<file path="config.mk">
export PLATFORM = sky130hd
export DESIGN_NAME = muldiv_unit_flat
export DESIGN_NICKNAME = d
export VERILOG_FILES = /design/src/rtl/muldiv_unit_if.sv /design/src/rtl/muldiv_unit.sv /design/src/flat_wrapper.sv
export SDC_FILE = /design/constraint.sdc
export NUM_CORES = 1
export LEC_CHECK = 0
export CAP_MARGIN = 20
export CORE_MARGIN = 5
export CORE_UTILIZATION = 35
export DETAILED_ROUTE_END_ITERATION = 8
export PLACE_DENSITY = 0.52
export REMOVE_ABC_BUFFERS = 1
export SYNTH_ARGS = -nofsm -noshare
export SYNTH_HDL_FRONTEND = slang
export SYNTH_SLANG_ARGS = --single-unit
export TNS_END_PERCENT = 20
</file>
<file path="constraint.sdc">
create_clock -name clk -period 4.25 [get_ports clk]
set_clock_uncertainty 0.15 [all_clocks]
set_input_delay 0.85 -clock clk [delete_from_list [all_inputs] [get_ports clk]]
set_output_delay 0.85 -clock clk [all_outputs]
set_load 0.05 [all_outputs]
</file>
<file path="src/rtl/muldiv_unit_if.sv">
// Request/response bundle between the execute-stage controller and muldiv_unit.
// The controller is the master; the multiply/divide unit is the slave.
interface muldiv_unit_if #(
   parameter int WIDTH = 32
);
   logic             start;
   logic [2:0]       funct3;
   logic [WIDTH-1:0] a;
   logic [WIDTH-1:0] b;
   logic             busy;
   logic             done;
   logic [WIDTH-1:0] rslt;

   modport master (
      output start, funct3, a, b,
      input  busy, done, rslt
   );

   modport slave (
      input  start, funct3, a, b,
      output busy, done, rslt
   );
endinterface

</file>
<file path="src/rtl/muldiv_unit.sv">
// Iterative RV32M multiply/divide unit: radix-2 shift-add multiply and
// restoring divide, one bit per clock, with fast path for special divides.
module muldiv_unit #(
   parameter int WIDTH = 32
) (
   input  logic         clk,
   input  logic         reset,
   muldiv_unit_if.slave bus
);
   localparam int CW = $clog2(WIDTH);

   typedef enum logic [1:0] {
      IDLE,
      CALC,
      FINISH
   } state_e;

   state_e             state_q, state_d;
   logic [CW-1:0]      cnt_q, cnt_d;
   logic [2:0]         op_q, op_d;
   logic [WIDTH-1:0]   opnd_q, opnd_d;
   logic [2*WIDTH-1:0] acc_q, acc_d;
   logic               neg_q, neg_d;
   logic               fast_q, fast_d;
   logic [WIDTH-1:0]   rslt_q, rslt_d;

   logic               sgn_a, sgn_b;
   logic [WIDTH-1:0]   abs_a, abs_b;
   logic               b_zero, ovf;
   logic [WIDTH-1:0]   fast_res;
   logic [WIDTH:0]     sum, tmp, diff;
   logic [2*WIDTH-1:0] prod;
   logic [WIDTH-1:0]   dres;
   logic [WIDTH-1:0]   fin;

   // Operand classification at request time
   always_comb begin
      sgn_a  = bus.a[WIDTH-1] & ((bus.funct3 == 3'b001) |
                                 (bus.funct3 == 3'b010) |
                                 (bus.funct3 == 3'b100) |
                                 (bus.funct3 == 3'b110));
      sgn_b  = bus.b[WIDTH-1] & ((bus.funct3 == 3'b001) |
                                 (bus.funct3 == 3'b100) |
                                 (bus.funct3 == 3'b110));
      abs_a  = sgn_a ? -bus.a : bus.a;
      abs_b  = sgn_b ? -bus.b : bus.b;
      b_zero = (bus.b == '0);
      ovf    = !bus.funct3[0] &&
               (bus.a == {1'b1, {(WIDTH-1){1'b0}}}) &&
               (bus.b == '1);
      fast_res = '0;
      if (b_zero)
         fast_res = bus.funct3[1] ? bus.a : '1;
      else if (ovf)
         fast_res = bus.funct3[1] ? '0 : bus.a;
   end

   // One iteration of each datapath
   always_comb begin
      sum  = {1'b0, acc_q[2*WIDTH-1:WIDTH]} +
             (acc_q[0] ? {1'b0, opnd_q} : '0);
      tmp  = {acc_q[2*WIDTH-1:WIDTH], acc_q[WIDTH-1]};
      diff = tmp - {1'b0, opnd_q};
   end

   always_comb begin
      prod = neg_q ? -acc_q : acc_q;
      dres = op_q[1] ? acc_q[2*WIDTH-1:WIDTH] : acc_q[WIDTH-1:0];
      if (neg_q)
         dres = -dres;
      if (fast_q)
         fin = acc_q[WIDTH-1:0];
      else if (op_q[2])
         fin = dres;
      else if (op_q[1:0] == 2'b00)
         fin = prod[WIDTH-1:0];
      else
         fin = prod[2*WIDTH-1:WIDTH];
   end

   always_comb begin
      state_d = state_q;
      cnt_d   = cnt_q;
      op_d    = op_q;
      opnd_d  = opnd_q;
      acc_d   = acc_q;
      neg_d   = neg_q;
      fast_d  = fast_q;
      rslt_d  = rslt_q;
      unique case (state_q)
         IDLE: begin
            if (bus.start) begin
               op_d   = bus.funct3;
               cnt_d  = CW'(WIDTH-1);
               neg_d  = (bus.funct3[2:1] == 2'b11) ? sgn_a : (sgn_a ^ sgn_b);
               fast_d = 1'b0;
               if (bus.funct3[2] && (b_zero || ovf)) begin
                  fast_d  = 1'b1;
                  acc_d   = {{WIDTH{1'b0}}, fast_res};
                  state_d = FINISH;
               end else if (bus.funct3[2]) begin
                  acc_d   = {{WIDTH{1'b0}}, abs_a};
                  opnd_d  = abs_b;
                  state_d = CALC;
               end else begin
                  acc_d   = {{WIDTH{1'b0}}, abs_b};
                  opnd_d  = abs_a;
                  state_d = CALC;
               end
            end
         end
         CALC: begin
            if (op_q[2]) begin
               acc_d = {diff[WIDTH] ? tmp[WIDTH-1:0] : diff[WIDTH-1:0],
                        acc_q[WIDTH-2:0], ~diff[WIDTH]};
            end else begin
               acc_d = {sum, acc_q[WIDTH-1:1]};
            end
            cnt_d = cnt_q - 1'b1;
            if (cnt_q == '0)
               state_d = FINISH;
         end
         FINISH: begin
            rslt_d  = fin;
            state_d = IDLE;
         end
         default: state_d = IDLE;
      endcase
   end

   always_ff @(posedge clk) begin
      if (reset) begin
         state_q <= IDLE;
         cnt_q   <= '0;
         op_q    <= '0;
         opnd_q  <= '0;
         acc_q   <= '0;
         neg_q   <= 1'b0;
         fast_q  <= 1'b0;
         rslt_q  <= '0;
      end else begin
         state_q <= state_d;
         cnt_q   <= cnt_d;
         op_q    <= op_d;
         opnd_q  <= opnd_d;
         acc_q   <= acc_d;
         neg_q   <= neg_d;
         fast_q  <= fast_d;
         rslt_q  <= rslt_d;
      end
   end

   // Result is visible in the done cycle itself, then held in rslt_q
   assign bus.busy = (state_q != IDLE);
   assign bus.done = (state_q == FINISH);
   assign bus.rslt = (state_q == FINISH) ? fin : rslt_q;
endmodule

</file>
<file path="src/flat_wrapper.sv">
// flat-port wrapper written by rule: the top's interface ports become plain ports
module muldiv_unit_flat 
#(
   parameter int WIDTH = 32
)
  (clk, reset, bus_start, bus_funct3, bus_a, bus_b, bus_busy, bus_done, bus_rslt);
  muldiv_unit_if #(.WIDTH(WIDTH)) bus_i ();
  input  logic clk;
  input  logic reset;
  input wire logic [$bits(bus_i.start)-1:0] bus_start;
  input wire logic [$bits(bus_i.funct3)-1:0] bus_funct3;
  input wire logic [$bits(bus_i.a)-1:0] bus_a;
  input wire logic [$bits(bus_i.b)-1:0] bus_b;
  output wire logic [$bits(bus_i.busy)-1:0] bus_busy;
  output wire logic [$bits(bus_i.done)-1:0] bus_done;
  output wire logic [$bits(bus_i.rslt)-1:0] bus_rslt;
  assign bus_i.start = bus_start;
  assign bus_i.funct3 = bus_funct3;
  assign bus_i.a = bus_a;
  assign bus_i.b = bus_b;
  assign bus_busy = bus_i.busy;
  assign bus_done = bus_i.done;
  assign bus_rslt = bus_i.rslt;
  muldiv_unit #(.WIDTH(WIDTH)) u_core (.clk(clk), .reset(reset), .bus(bus_i));
endmodule
</file>
==> summary.txt <==
Floorplanning
  • Initial Util: 35.5%
  • Die area: 0.0494 sq mm
  • CORE AREA: 0.0444 sq mm
  • Ports: 104
  • Die Wd: 222 microns
  • Die H: 222 microns
  • Std cell rows: 77

Place
  • Half-perimeter wire length after placement: 57700 microns
  • DP Area: 0.0188 sq mm
  • Placer Congestion: 1.06
  • Port Buf Inserts: 103

Power
  • Psw: 2.80 mW
  • Comb power frac: 50.8%
  • Switching Share: 44.2%
  • Clock power frac: 24.9%
  • PD cells: 317 mW/mm^2
  • Peak VDD IR: 246 uV
  • Internal: 3.54 mW
  • Sequential power share: 24.3%
  • Leak: 7.76 nW

Critical path
  • Arrival @ worst endpoint: 3.54 ns
  • Setup crit end kind: output port
  • Crit Path Category: register to output port
  • Startpoint types: register
  • Max FO, Critical Path: 6
  • WP data required: 3.25 ns

Clock tree
  • TritonCTS clock tree: yes
  • Clk buf depth: 2
  • Clock Sink Count: 140
  • Worst-skew pair later-pin latency: 0.47 ns
  • CTS root buf: clkbuf_16
  • CTS Buf Count: 17
  • H-tree depth: 4
  • Clock-pin slew on the worst setup and hold paths: 0.07 ns

Layout
  • Finished layout cell area: 0.0200 sq mm
  • Fraction of layout cells with a size suffix above 1: 17.4%
  • Diodes inserted: 0
  • Fin nets: 2571
  • Fin util: 45.0%
  • Area grow syn2layout: 26.7%

Timing
  • Slew Limit Fails: 0
  • Peak Freq: 220 MHz
  • Fin crit period: 4.54 ns
  • Final Setup Violations: 18
  • RSZ-0062 raised after global routing: yes
  • Fin crit share: 107%
  • PnR worst setup slack: -0.288 ns
  • Final number of hold-violating endpoints: 0
  • Slew headroom: 45.8%
  • Least-Margin Pin Slew: 0.807 ns

Route
  • Drt total wl: 72100 microns
  • Via density: 6.00
  • Vias: 18200
  • DRT Pass-1 Iters: 5
  • DRT iter0 DRCs: 1761
  • DRC: 0
  • DR WL/cell: 23.8 microns
  • Final ANT Viol Nets: 0

Global routing
  • Largest net degree at the start of global routing: 61
  • Total track usage: 27.9%
  • Number of global-route vias before repair: 17300
  • Total congestion overflow: 0
  • Initial antenna violation count: 1
  • First-pass GRT wire length: 109000 microns

Yosys
  • Post-synthesis sequential area ratio: 17.8%
  • Main synth FF type: dfxtp_1
  • Syn Std Cell Area: 0.0158 sq mm
  • Yosys warning count: 0
  • Number of enable flip-flop cells after synthesis: 0
  • Yosys top cell area share: 17.8%
  • Synth cell types: 83
  • Avg Inst Size Synth: 7.01 sq um
  • Most frequent cell after synthesis: nor2_1
  • Top post-synthesis cells by count: 226 x nor2_1, 204 x a21oi_1, 187 x o21ai_0, 181 x nand2_1, 148 x clkbuf_1
  • #FFs+latches synth: 140
  • Async SR Flop Fraction: 0%
  • Synth area leader: dfxtp_1
  • Synth area leaders: dfxtp_1 18%, a21oi_1 6.5%, o21ai_0 5.9%
  • Post-Syn Instances: 2253

Run status
  • Failing checks: setup timing
  • Status: complete, but fails checks

Job
  • Max Cap Violations: 0

Worst hold path
  • Min-Delay Path Class: register to register
metal layers:
layer	GRT usage (%)	wire [microns]	vias up
li1	-	-	8627
met1	37.7	31700	8688
met2	43.5	31800	749
met3	5.49	5180	144
met4	11.9	3400	2
met5	0	13	-
power by group through the flow:
stage | logic, mW | registers (mW) | clock network, mW
after floorplan | 1.68 | 1.62 | 0
after global placement | 2.99 | 1.56 | 0
after detailed placement | 3.00 | 1.56 | 0
after CTS | 3.10 | 1.53 | 1.60
after global routing | 3.45 | 1.55 | 1.65
final | 3.22 | 1.54 | 1.58
stage by stage:
step / worst slack, ns / hold slack [ns] / instances / power (mW) / TNS [ns]
after detailed placement: 0.0105 / 0.298 / 2992 / 4.56 / 0
after global routing: -0.373 / 0.336 / 3033 / 6.66 / -4.92
final: -0.288 / 0.303 / 3033 / 6.34 / -2.52
after global placement: 0.0397 / 0.296 / 2990 / 4.55 / 0
after CTS: -0.289 / 0.307 / 3027 / 6.24 / -3.29
after floorplan: -1.97 / 0.276 / 2070 / 3.30 / -60.02
flip-flops by register name, summed over array words and instances (netlist names):
signal,flops
u_core.state_q,2
u_core.cnt_q,5
u_core.acc_q,64
u_core.fast_q,1
u_core.rslt_q,32
u_core.op_q,3
u_core.neg_q,1
u_core.opnd_q,32
worst paths after layout:
check        cells past startpoint  slack [ns]                      startpoint                              to
min reg2reg                      2        0.30  u_core.opnd_q[21]$_SDFFE_PP0P_  u_core.opnd_q[21]$_SDFFE_PP0P_
max                             10       -0.29   u_core.acc_q[32]$_SDFFE_PP0P_                    bus_rslt[31]
max reg2reg                     14        0.20    u_core.acc_q[0]$_SDFFE_PP0P_   u_core.acc_q[58]$_SDFFE_PP0P_
min                              2        0.30  u_core.opnd_q[21]$_SDFFE_PP0P_  u_core.opnd_q[21]$_SDFFE_PP0P_
critical path, stage by stage, from the launching register on:
cell	delay (ns)
dfxtp_1	0.31
or3_4	0.38
or4_4	0.43
or4_4	0.55
or4_4	0.48
nor4_4	0.16
mux2i_1	0.21
nand2_1	0.09
a21oi_2	0.19
buf_4	0.15
buf_12	0.13
cell families after synthesis:
| logic type | count (synthesis) | share of synthesized area, % |
|---|---|---|
| AO/OA/AOI/OAI | 767 | 31.1 |
| AND/OR/NAND/NOR | 740 | 22.8 |
| buffers and inverters | 257 | 6.30 |
| XOR/XNOR | 184 | 10.2 |
| flip-flops | 140 | 17.8 |
| multiplexers | 92 | 5.89 |
| adder cells (fa/ha/maj) | 73 | 5.88 |
final cells by class:
cell class	count	area (sq um)
repair buffers	339	3090
clock buffers	17	425
multi-input cells	1856	12500
well taps	592	741
clock inverters	15	171
inverters	74	278
fillers	4553	24400
flip-flops and latches	140	2820
repair_timing:
item / in CTS / in global routing
hold buffers: 0 / 0
pin swaps: 14 / 19
endpoints found under the setup margin: 32 / 32
setup buffers: 3 / 5
resized for setup: 73 / 49
cells in the final DEF (no fill, tap or decap), types with 34 or more instances in the layout:
cell type and n:
a211oi_1 38, a21oi_1 198, o21ai_0 168, nor3_1 71
xnor2_1 95, a31oi_1 51, o31ai_1 36, inv_1 71
and2_1 35, nor2_1 221, nand3_1 34, xor2_1 89
mux2i_1 85, ha_1 70, dfxtp_1 134, nand2_1 181
clkdlybuf4s50_1 68, buf_4 232
Note: power is estimated with default switching activity, not from simulation.
